### src/rtl/m_unit_if.sv
// M-unit request/response bundle between the execute stage and the multiply/divide unit.
// Latency: none, this is wiring only.
// Backpressure: none here; the unit stalls execute through m_unit_busy.
interface m_unit_if #(
  parameter int XLEN = 32
);
  logic            m_unit_start;
  logic            m_unit_kill;
  logic [2:0]      func3;
  logic [XLEN-1:0] op1;
  logic [XLEN-1:0] op2;
  logic [4:0]      rd;
  logic            m_unit_busy;
  logic            m_unit_ready;
  logic [XLEN-1:0] m_unit_result;
  logic            m_unit_wr;
  logic [4:0]      m_unit_dest;

  // Execute side drives the request and observes the result.
  modport master (
    output m_unit_start, m_unit_kill, func3, op1, op2, rd,
    input  m_unit_busy, m_unit_ready, m_unit_result, m_unit_wr, m_unit_dest
  );

  // The multiply/divide unit consumes the request and drives the result.
  modport slave (
    input  m_unit_start, m_unit_kill, func3, op1, op2, rd,
    output m_unit_busy, m_unit_ready, m_unit_result, m_unit_wr, m_unit_dest
  );
endinterface

### src/rtl/m_unit.sv
// Iterative RV32M multiply/divide unit; optional single-cycle multiplier under M_UNIT_FAST_MUL_EN.
// Latency: 33 cycles accept-to-ready iterative, 1 for divide special cases, 2 for fast multiply.
// Backpressure: m_unit_busy stalls IF/ID/EX; starts while BUSY are ignored, kill aborts.
module m_unit #(
  parameter int XLEN = 32
) (
  input logic     clk,
  input logic     rst_n,
  m_unit_if.slave m_if
);

  typedef enum logic [1:0] {S_IDLE, S_BUSY, S_DONE} state_t;

  state_t              r_state;
  logic [4:0]          r_cnt;
  logic [2:0]          r_func3;
  logic [4:0]          r_rd;
  logic                r_neg;    // operand signs differ
  logic                r_sgn1;   // dividend sign, used for the remainder
  logic [2*XLEN-1:0]   r_acc;    // remainder:quotient or product:multiplier
  logic [XLEN-1:0]     r_den;    // divisor or multiplicand magnitude
  logic                r_ready;
  logic [XLEN-1:0]     r_result;
  logic                r_wr;
  logic [4:0]          r_dest;

  logic                w_sgn_op1, w_sgn_op2, w_s1, w_s2;
  logic [XLEN-1:0]     w_mag1, w_mag2;
  logic                w_div0, w_ovf, w_special, w_accept;
  logic [XLEN-1:0]     w_spec_res;
  logic [XLEN:0]       w_rem_sh;
  logic                w_ge;
  logic [XLEN-1:0]     w_sub;
  logic [XLEN:0]       w_sum;
  logic [2*XLEN-1:0]   w_div_nacc, w_mul_nacc, w_nacc, w_prod;
  logic [XLEN-1:0]     w_q, w_r, w_fin;

  // Operand decode for the op being offered this cycle.
  assign w_sgn_op1 = (m_if.func3 == 3'b001) || (m_if.func3 == 3'b010) ||
                     (m_if.func3 == 3'b100) || (m_if.func3 == 3'b110);
  assign w_sgn_op2 = (m_if.func3 == 3'b001) || (m_if.func3 == 3'b100) ||
                     (m_if.func3 == 3'b110);
  assign w_s1      = w_sgn_op1 & m_if.op1[XLEN-1];
  assign w_s2      = w_sgn_op2 & m_if.op2[XLEN-1];
  assign w_mag1    = w_s1 ? -m_if.op1 : m_if.op1;
  assign w_mag2    = w_s2 ? -m_if.op2 : m_if.op2;

  // Divide special cases resolve without iterating.
  assign w_div0     = m_if.func3[2] && (m_if.op2 == '0);
  assign w_ovf      = m_if.func3[2] && !m_if.func3[0] &&
                      (m_if.op1 == 32'h8000_0000) && (m_if.op2 == 32'hFFFF_FFFF);
  assign w_special  = w_div0 || w_ovf;
  assign w_spec_res = w_div0 ? (m_if.func3[1] ? m_if.op1 : '1)
                             : (m_if.func3[1] ? '0 : 32'h8000_0000);

  assign w_accept = m_if.m_unit_start && !m_if.m_unit_kill && (r_state != S_BUSY);

  // Restoring divide step: shift left, subtract divisor if it fits.
  assign w_rem_sh   = r_acc[2*XLEN-1:XLEN-1];
  assign w_ge       = (w_rem_sh >= {1'b0, r_den});
  assign w_sub      = w_rem_sh[XLEN-1:0] - r_den;
  assign w_div_nacc = w_ge ? {w_sub, r_acc[XLEN-2:0], 1'b1}
                           : {w_rem_sh[XLEN-1:0], r_acc[XLEN-2:0], 1'b0};

  // Shift-add multiply step: add multiplicand on LSB, shift right.
  assign w_sum      = {1'b0, r_acc[2*XLEN-1:XLEN]} + {1'b0, r_den};
  assign w_mul_nacc = r_acc[0] ? {w_sum, r_acc[XLEN-1:1]}
                               : {1'b0, r_acc[2*XLEN-1:XLEN], r_acc[XLEN-1:1]};
  assign w_nacc     = r_func3[2] ? w_div_nacc : w_mul_nacc;

  // Sign fix-up applied to the final iteration's value.
  assign w_q    = w_nacc[XLEN-1:0];
  assign w_r    = w_nacc[2*XLEN-1:XLEN];
  assign w_prod = r_neg ? -w_nacc : w_nacc;
  assign w_fin  = r_func3[2] ? (r_func3[1] ? (r_sgn1 ? -w_r : w_r) : (r_neg ? -w_q : w_q))
                             : ((r_func3[1:0] == 2'b00) ? w_prod[XLEN-1:0] : w_prod[2*XLEN-1:XLEN]);

`ifdef M_UNIT_FAST_MUL_EN
  logic signed [XLEN:0]     r_fa, r_fb;
  logic signed [2*XLEN-1:0] w_fa, w_fb, w_fprod;
  logic [XLEN-1:0]          w_fres;
  // 33-bit sign extension makes one signed multiply cover all four multiply forms.
  assign w_fa    = {{(XLEN-1){r_fa[XLEN]}}, r_fa};
  assign w_fb    = {{(XLEN-1){r_fb[XLEN]}}, r_fb};
  assign w_fprod = w_fa * w_fb;
  assign w_fres  = (r_func3[1:0] == 2'b00) ? w_fprod[XLEN-1:0] : w_fprod[2*XLEN-1:XLEN];

  // Capture sign-extended raw operands on accept.
  always_ff @(posedge clk or negedge rst_n) begin
    if (!rst_n) begin
      r_fa <= '0;
      r_fb <= '0;
    end else if (w_accept) begin
      r_fa <= {w_sgn_op1 & m_if.op1[XLEN-1], m_if.op1};
      r_fb <= {w_sgn_op2 & m_if.op2[XLEN-1], m_if.op2};
    end
  end
`endif

  // Stall covers the accept cycle of any op that will iterate.
  assign m_if.m_unit_busy   = (r_state == S_BUSY) || (w_accept && !w_special);
  // A kill landing in the DONE cycle suppresses the pulse already registered.
  assign m_if.m_unit_ready  = r_ready && !m_if.m_unit_kill;
  assign m_if.m_unit_wr     = r_wr && !m_if.m_unit_kill;
  assign m_if.m_unit_result = m_if.m_unit_kill ? '0 : r_result;
  assign m_if.m_unit_dest   = m_if.m_unit_kill ? '0 : r_dest;

  // Control FSM, datapath iteration and registered result outputs.
  always_ff @(posedge clk or negedge rst_n) begin
    if (!rst_n) begin
      r_state  <= S_IDLE;
      r_cnt    <= '0;
      r_func3  <= '0;
      r_rd     <= '0;
      r_neg    <= 1'b0;
      r_sgn1   <= 1'b0;
      r_acc    <= '0;
      r_den    <= '0;
      r_ready  <= 1'b0;
      r_result <= '0;
      r_wr     <= 1'b0;
      r_dest   <= '0;
    end else begin
      r_ready  <= 1'b0;
      r_result <= '0;
      r_wr     <= 1'b0;
      r_dest   <= '0;
      if (m_if.m_unit_kill) begin
        r_state <= S_IDLE;
      end else if (w_accept) begin
        r_func3 <= m_if.func3;
        r_rd    <= m_if.rd;
        r_neg   <= w_s1 ^ w_s2;
        r_sgn1  <= w_s1;
        r_cnt   <= '0;
        r_acc   <= {{XLEN{1'b0}}, w_mag1};
        r_den   <= w_mag2;
        if (w_special) begin
          r_state  <= S_DONE;
          r_ready  <= 1'b1;
          r_result <= w_spec_res;
          r_wr     <= (m_if.rd != 5'd0);
          r_dest   <= m_if.rd;
        end else begin
          r_state <= S_BUSY;
        end
      end else if (r_state == S_BUSY) begin
`ifdef M_UNIT_FAST_MUL_EN
        if (!r_func3[2]) begin
          r_state  <= S_DONE;
          r_ready  <= 1'b1;
          r_result <= w_fres;
          r_wr     <= (r_rd != 5'd0);
          r_dest   <= r_rd;
        end else
`endif
        begin
          r_acc <= w_nacc;
          r_cnt <= r_cnt + 5'd1;
          if (r_cnt == 5'd31) begin
            r_state  <= S_DONE;
            r_ready  <= 1'b1;
            r_result <= w_fin;
            r_wr     <= (r_rd != 5'd0);
            r_dest   <= r_rd;
          end
        end
      end else begin
        r_state <= S_IDLE;
      end
    end
  end

endmodule

### src/flat_wrapper.sv
// flat-port wrapper written by rule: the top's interface ports become plain ports
module m_unit_flat 
#(
  parameter int XLEN = 32
)
  (clk, rst_n, m_if_m_unit_start, m_if_m_unit_kill, m_if_func3, m_if_op1, m_if_op2, m_if_rd, m_if_m_unit_busy, m_if_m_unit_ready, m_if_m_unit_result, m_if_m_unit_wr, m_if_m_unit_dest);
  m_unit_if #(.XLEN(XLEN)) m_if_i ();
  input logic clk;
  input logic rst_n;
  input wire logic [$bits(m_if_i.m_unit_start)-1:0] m_if_m_unit_start;
  input wire logic [$bits(m_if_i.m_unit_kill)-1:0] m_if_m_unit_kill;
  input wire logic [$bits(m_if_i.func3)-1:0] m_if_func3;
  input wire logic [$bits(m_if_i.op1)-1:0] m_if_op1;
  input wire logic [$bits(m_if_i.op2)-1:0] m_if_op2;
  input wire logic [$bits(m_if_i.rd)-1:0] m_if_rd;
  output wire logic [$bits(m_if_i.m_unit_busy)-1:0] m_if_m_unit_busy;
  output wire logic [$bits(m_if_i.m_unit_ready)-1:0] m_if_m_unit_ready;
  output wire logic [$bits(m_if_i.m_unit_result)-1:0] m_if_m_unit_result;
  output wire logic [$bits(m_if_i.m_unit_wr)-1:0] m_if_m_unit_wr;
  output wire logic [$bits(m_if_i.m_unit_dest)-1:0] m_if_m_unit_dest;
  assign m_if_i.m_unit_start = m_if_m_unit_start;
  assign m_if_i.m_unit_kill = m_if_m_unit_kill;
  assign m_if_i.func3 = m_if_func3;
  assign m_if_i.op1 = m_if_op1;
  assign m_if_i.op2 = m_if_op2;
  assign m_if_i.rd = m_if_rd;
  assign m_if_m_unit_busy = m_if_i.m_unit_busy;
  assign m_if_m_unit_ready = m_if_i.m_unit_ready;
  assign m_if_m_unit_result = m_if_i.m_unit_result;
  assign m_if_m_unit_wr = m_if_i.m_unit_wr;
  assign m_if_m_unit_dest = m_if_i.m_unit_dest;
  m_unit #(.XLEN(XLEN)) u_core (.clk(clk), .rst_n(rst_n), .m_if(m_if_i));
endmodule
### config.mk
export PLATFORM = sky130hd
export DESIGN_NAME = m_unit_flat
export DESIGN_NICKNAME = d
export VERILOG_FILES = /design/src/rtl/m_unit_if.sv /design/src/rtl/m_unit.sv /design/src/flat_wrapper.sv
export SDC_FILE = /design/constraint.sdc
export NUM_CORES = 1
export LEC_CHECK = 0
export BUFFER_PORTS_ARGS = -buffer_cell sky130_fd_sc_hd__buf_4
export CAP_MARGIN = 20
export CORE_MARGIN = 2
export CORE_UTILIZATION = 55
export CTS_CLUSTER_DIAMETER = 30
export DETAILED_ROUTE_END_ITERATION = 10
export PLACE_DENSITY_LB_ADDON = 0.15
export SLEW_MARGIN = 40
export SYNTH_ARGS = -nofsm -noshare
export SYNTH_HDL_FRONTEND = slang
export SYNTH_SLANG_ARGS = --single-unit
### constraint.sdc
create_clock -name clk -period 5.75 [get_ports clk]
set_clock_uncertainty 0.15 [all_clocks]
set_input_delay 1.4375 -clock clk [delete_from_list [all_inputs] [get_ports clk]]
set_output_delay 1.4375 -clock clk [all_outputs]
set_load 0.03 [all_outputs]
==> results_dict.tcl <==
set metrics [dict create \
    row_count 63 \
    vias 18800 \
    powerDensity_nw_per_um2 555 \
    synth_area_per_cell_sq_um 7.54 \
    min_period_over_period_pct 99.0 \
    synth_area_sq_um 16800 \
    placed_cells 2752 \
    hold_violations 0 \
    path_delay_family "simple AND/OR/NAND/NOR gates" \
    antenna_found_initial 1 \
    grt_pass1_wl_um 102000 \
    clk_path_buf_depth 2 \
    status "finished clean" \
    netlist_instances 2225 \
    hpwl_um 52500 \
    htreeDepth 4 \
    clk_pin_slew_worst_paths_ns 0.06 \
    worst-path-buf-inv 3 \
    synthArstFlopShare_pct 100 \
    final_area_sq_um 19300 \
    drv_slew 0 \
    setup_tns_ns 0 \
    drv_cap 0 \
    wirelength_um 67500 \
    drt_iter0_drc 2998 \
    wl_per_cell_um 24.2 \
    yosysWarnings 0 \
    die_h_um 179 \
    p_leak_uw 0.00821 \
    grt_usage_pct 42.3 \
    p_sw_share_pct 54.2 \
    tightest_slew_ns 0.818 \
    cts_root_buffer "clkbuf_16" \
    power.total_uw 10700 \
    hold_class "flop to flop" \
    place_congestion 1.06 \
    path_max_fanout 3 \
    cts.sinks 152 \
    critPathLaunchType "primary input" \
    die_width_um 179 \
    yosys.area.top_type "dfrtp_1" \
    rsz0062_at_grt "yes" \
    cts_hold_buffers 0 \
    required_ns 4.16 \
    p_seq_share_pct 15.5 \
    relSlewSlack_pct 45.1 \
    slowest_stage "or4_4" \
    p_clk_share_pct 11.1 \
    synth_area_leaders "dfrtp_1, o21ai_0, nand2_1, ha_1, xnor2_1" \
    core-area_sq_um 29900 \
    crit_type "primary input to output pin" \
    ys_seq_area_share_pct 22.7 \
    setup_violations 0 \
    die-area_sq_um 31900 \
    ant_nets 0 \
    intPower_uw 4900 \
    drc 0 \
    clk-insertion-delay-late_ns 0.46 \
    fill_cells 2732 \
    fin_nets 2533 \
    io_pins 116 \
    cts_tree "done" \
    yosysUniqueCellTypes 120 \
    layout-drive-gt1-share_pct 17.6 \
    max_stage_delay_ns 0.63 \
    area_growth_pct 15.0 \
    synth-edff-count 0 \
    fin_cells 2787 \
    io_buffers 115 \
    synth.ff_latch_count 152 \
    firstDrtPassIters 5 \
    start_util_pct 56.2 \
    path_cells "buf_8 > inv_6 > ha_4 > nor2b_4 > nand3_4 > or4_4 > nor4_4 > nand2_1 > or4_4 > nor2_4 > nor2_2 > nand2_1 > nand2_1 > buf_6" \
    combPwrFrac_pct 73.4 \
    fin_crit_ns 5.69 \
    grt.overflow.total 0 \
    regArea_sq_um 3810 \
    numCtsBuffers 17 \
    irDropWorstVdd_mv 0.361 \
    place_area_sq_um 18600 \
    final_util_pct 64.6 \
    critPathArrivalTime_ns 4.11 \
    multi_input_area_sq_um 12000 \
    fmax_mhz 176 \
    p_sw_uw 5800 \
    crit_top_cell "nand2_1" \
    grt_pass1_vias 17100 \
    vias_per_cell 6.75 \
    end_kind "output pin" \
    synth_top_flop_cell "dfrtp_1" \
    synth_fp_nets 2374 \
    grt_max_degree 86 \
    yosysTopAreaCellShare_pct 22.7 \
]
layer usage:
layer,global-route usage [%],wire length [um],up-vias
li1,-,-,8447
met3,11.8,8940,160
met2,59.7,27700,1203
met1,62.0,28700,9010
met4,13.6,2150,0
met5,0,0,-
cells in the mapped netlist (30+ instances only):
cell type and instances:
nand2_1 297, o21ai_0 280, a21oi_1 154, nor2_1 154, dfrtp_1 152, xnor2_1 91, xor2_1 75, clkbuf_1 74
ha_1 71, inv_1 70, nor3_1 62, nor2b_1 52, mux2i_1 45, nand3_1 45, nand4_1 32, or3_1 30
area by class of cell:
class	count	area share, %
multi-input combinational	1863	62.2
sequential	152	19.7
timing repair buffer	277	11.0
tap	390	2.53
clock buffer	21	2.39
inverter	73	1.45
clock inverter	10	0.616
antenna	1	0.0130
placed cells by master (no fill, tap or decap), drive strengths merged, types with 24 or more instances in the layout:
| master | n |
|---|---|
| ha | 71 |
| or3 | 31 |
| inv | 73 |
| nand2 | 300 |
| o211ai | 25 |
| xor2 | 75 |
| o21ai | 299 |
| a21oi | 158 |
| mux2i | 45 |
| o31ai | 33 |
| dfrtp | 152 |
| buf | 276 |
| xnor2 | 91 |
| nor3 | 63 |
| nor2b | 52 |
| nand3 | 46 |
| a31oi | 24 |
| nor2 | 154 |
| nand4 | 33 |
power by group through the flow:
stage / clock, uW / combinational, uW / sequential (uW)
2_1_floorplan: 0 / 5170 / 1560
3_3_place_gp: 0 / 7410 / 1640
3_5_place_dp: 0 / 7500 / 1640
4_1_cts: 1180 / 7560 / 1630
5_1_grt: 1230 / 8380 / 1670
6_report: 1190 / 7860 / 1660
sequential cells by signal, summed over array words and instances (netlist names):
register / count
u_core.r_acc: 64
u_core.r_cnt: 5
u_core.r_den: 32
u_core.r_dest: 5
u_core.r_func3: 3
u_core.r_neg: 1
u_core.r_rd: 5
u_core.r_ready: 1
u_core.r_result: 32
u_core.r_sgn1: 1
u_core.r_state: 2
u_core.r_wr: 1
through the flow:
step	setup WS, ns	hold slack [ns]
finish	0.0554	0.349
global route	-0.0305	0.391
CTS	0.0239	0.353
detailed placement	-0.186	0.338
global placement	-0.128	0.324
floorplan	0.115	0.305
final timing paths:
path	start	slack (ns)	cells past startpoint	to
max reg2reg	u_core.r_den[10]	0.25	23	u_core.r_result[28]
max	m_if_op1[1]	0.06	14	m_if_m_unit_busy
min in group asynchronous	rst_n	0.83	1	u_core.r_acc[39]
min	u_core.r_rd[1]	0.35	2	u_core.r_rd[1]
min reg2reg	u_core.r_rd[1]	0.35	2	u_core.r_rd[1]
max in group asynchronous	rst_n	3.55	2	u_core.r_den[7]
worst min-delay path: stages, from the launching register on:
cell and delay (ns):
dfrtp_1 0.34, nand2_1 0.07, nand2_1 0.06
cell families (layout without fill, tap and decap cells):
family                   count (synthesis)  in the layout  share of synthesized area (%)
buffers and inverters                  210            381                           6.65
AND/OR/NAND/NOR                        821            821                           24.2
AO/OA/AOI/OAI                          748            748                           28.9
adder cells (fa/ha/maj)                 73             73                           5.53
other                                    0              1                              0
flip-flops                             152            152                           22.7
multiplexers                            55             55                           3.36
XOR/XNOR                               166            166                           8.66
what timing repair did:
action                                  in CTS  in global routing
pin swaps                                    0                  9
setup buffers                                0                  2
endpoints found under the setup margin       1                 17
resized for setup                            4                 28
(Power assumes the default switching activity.)
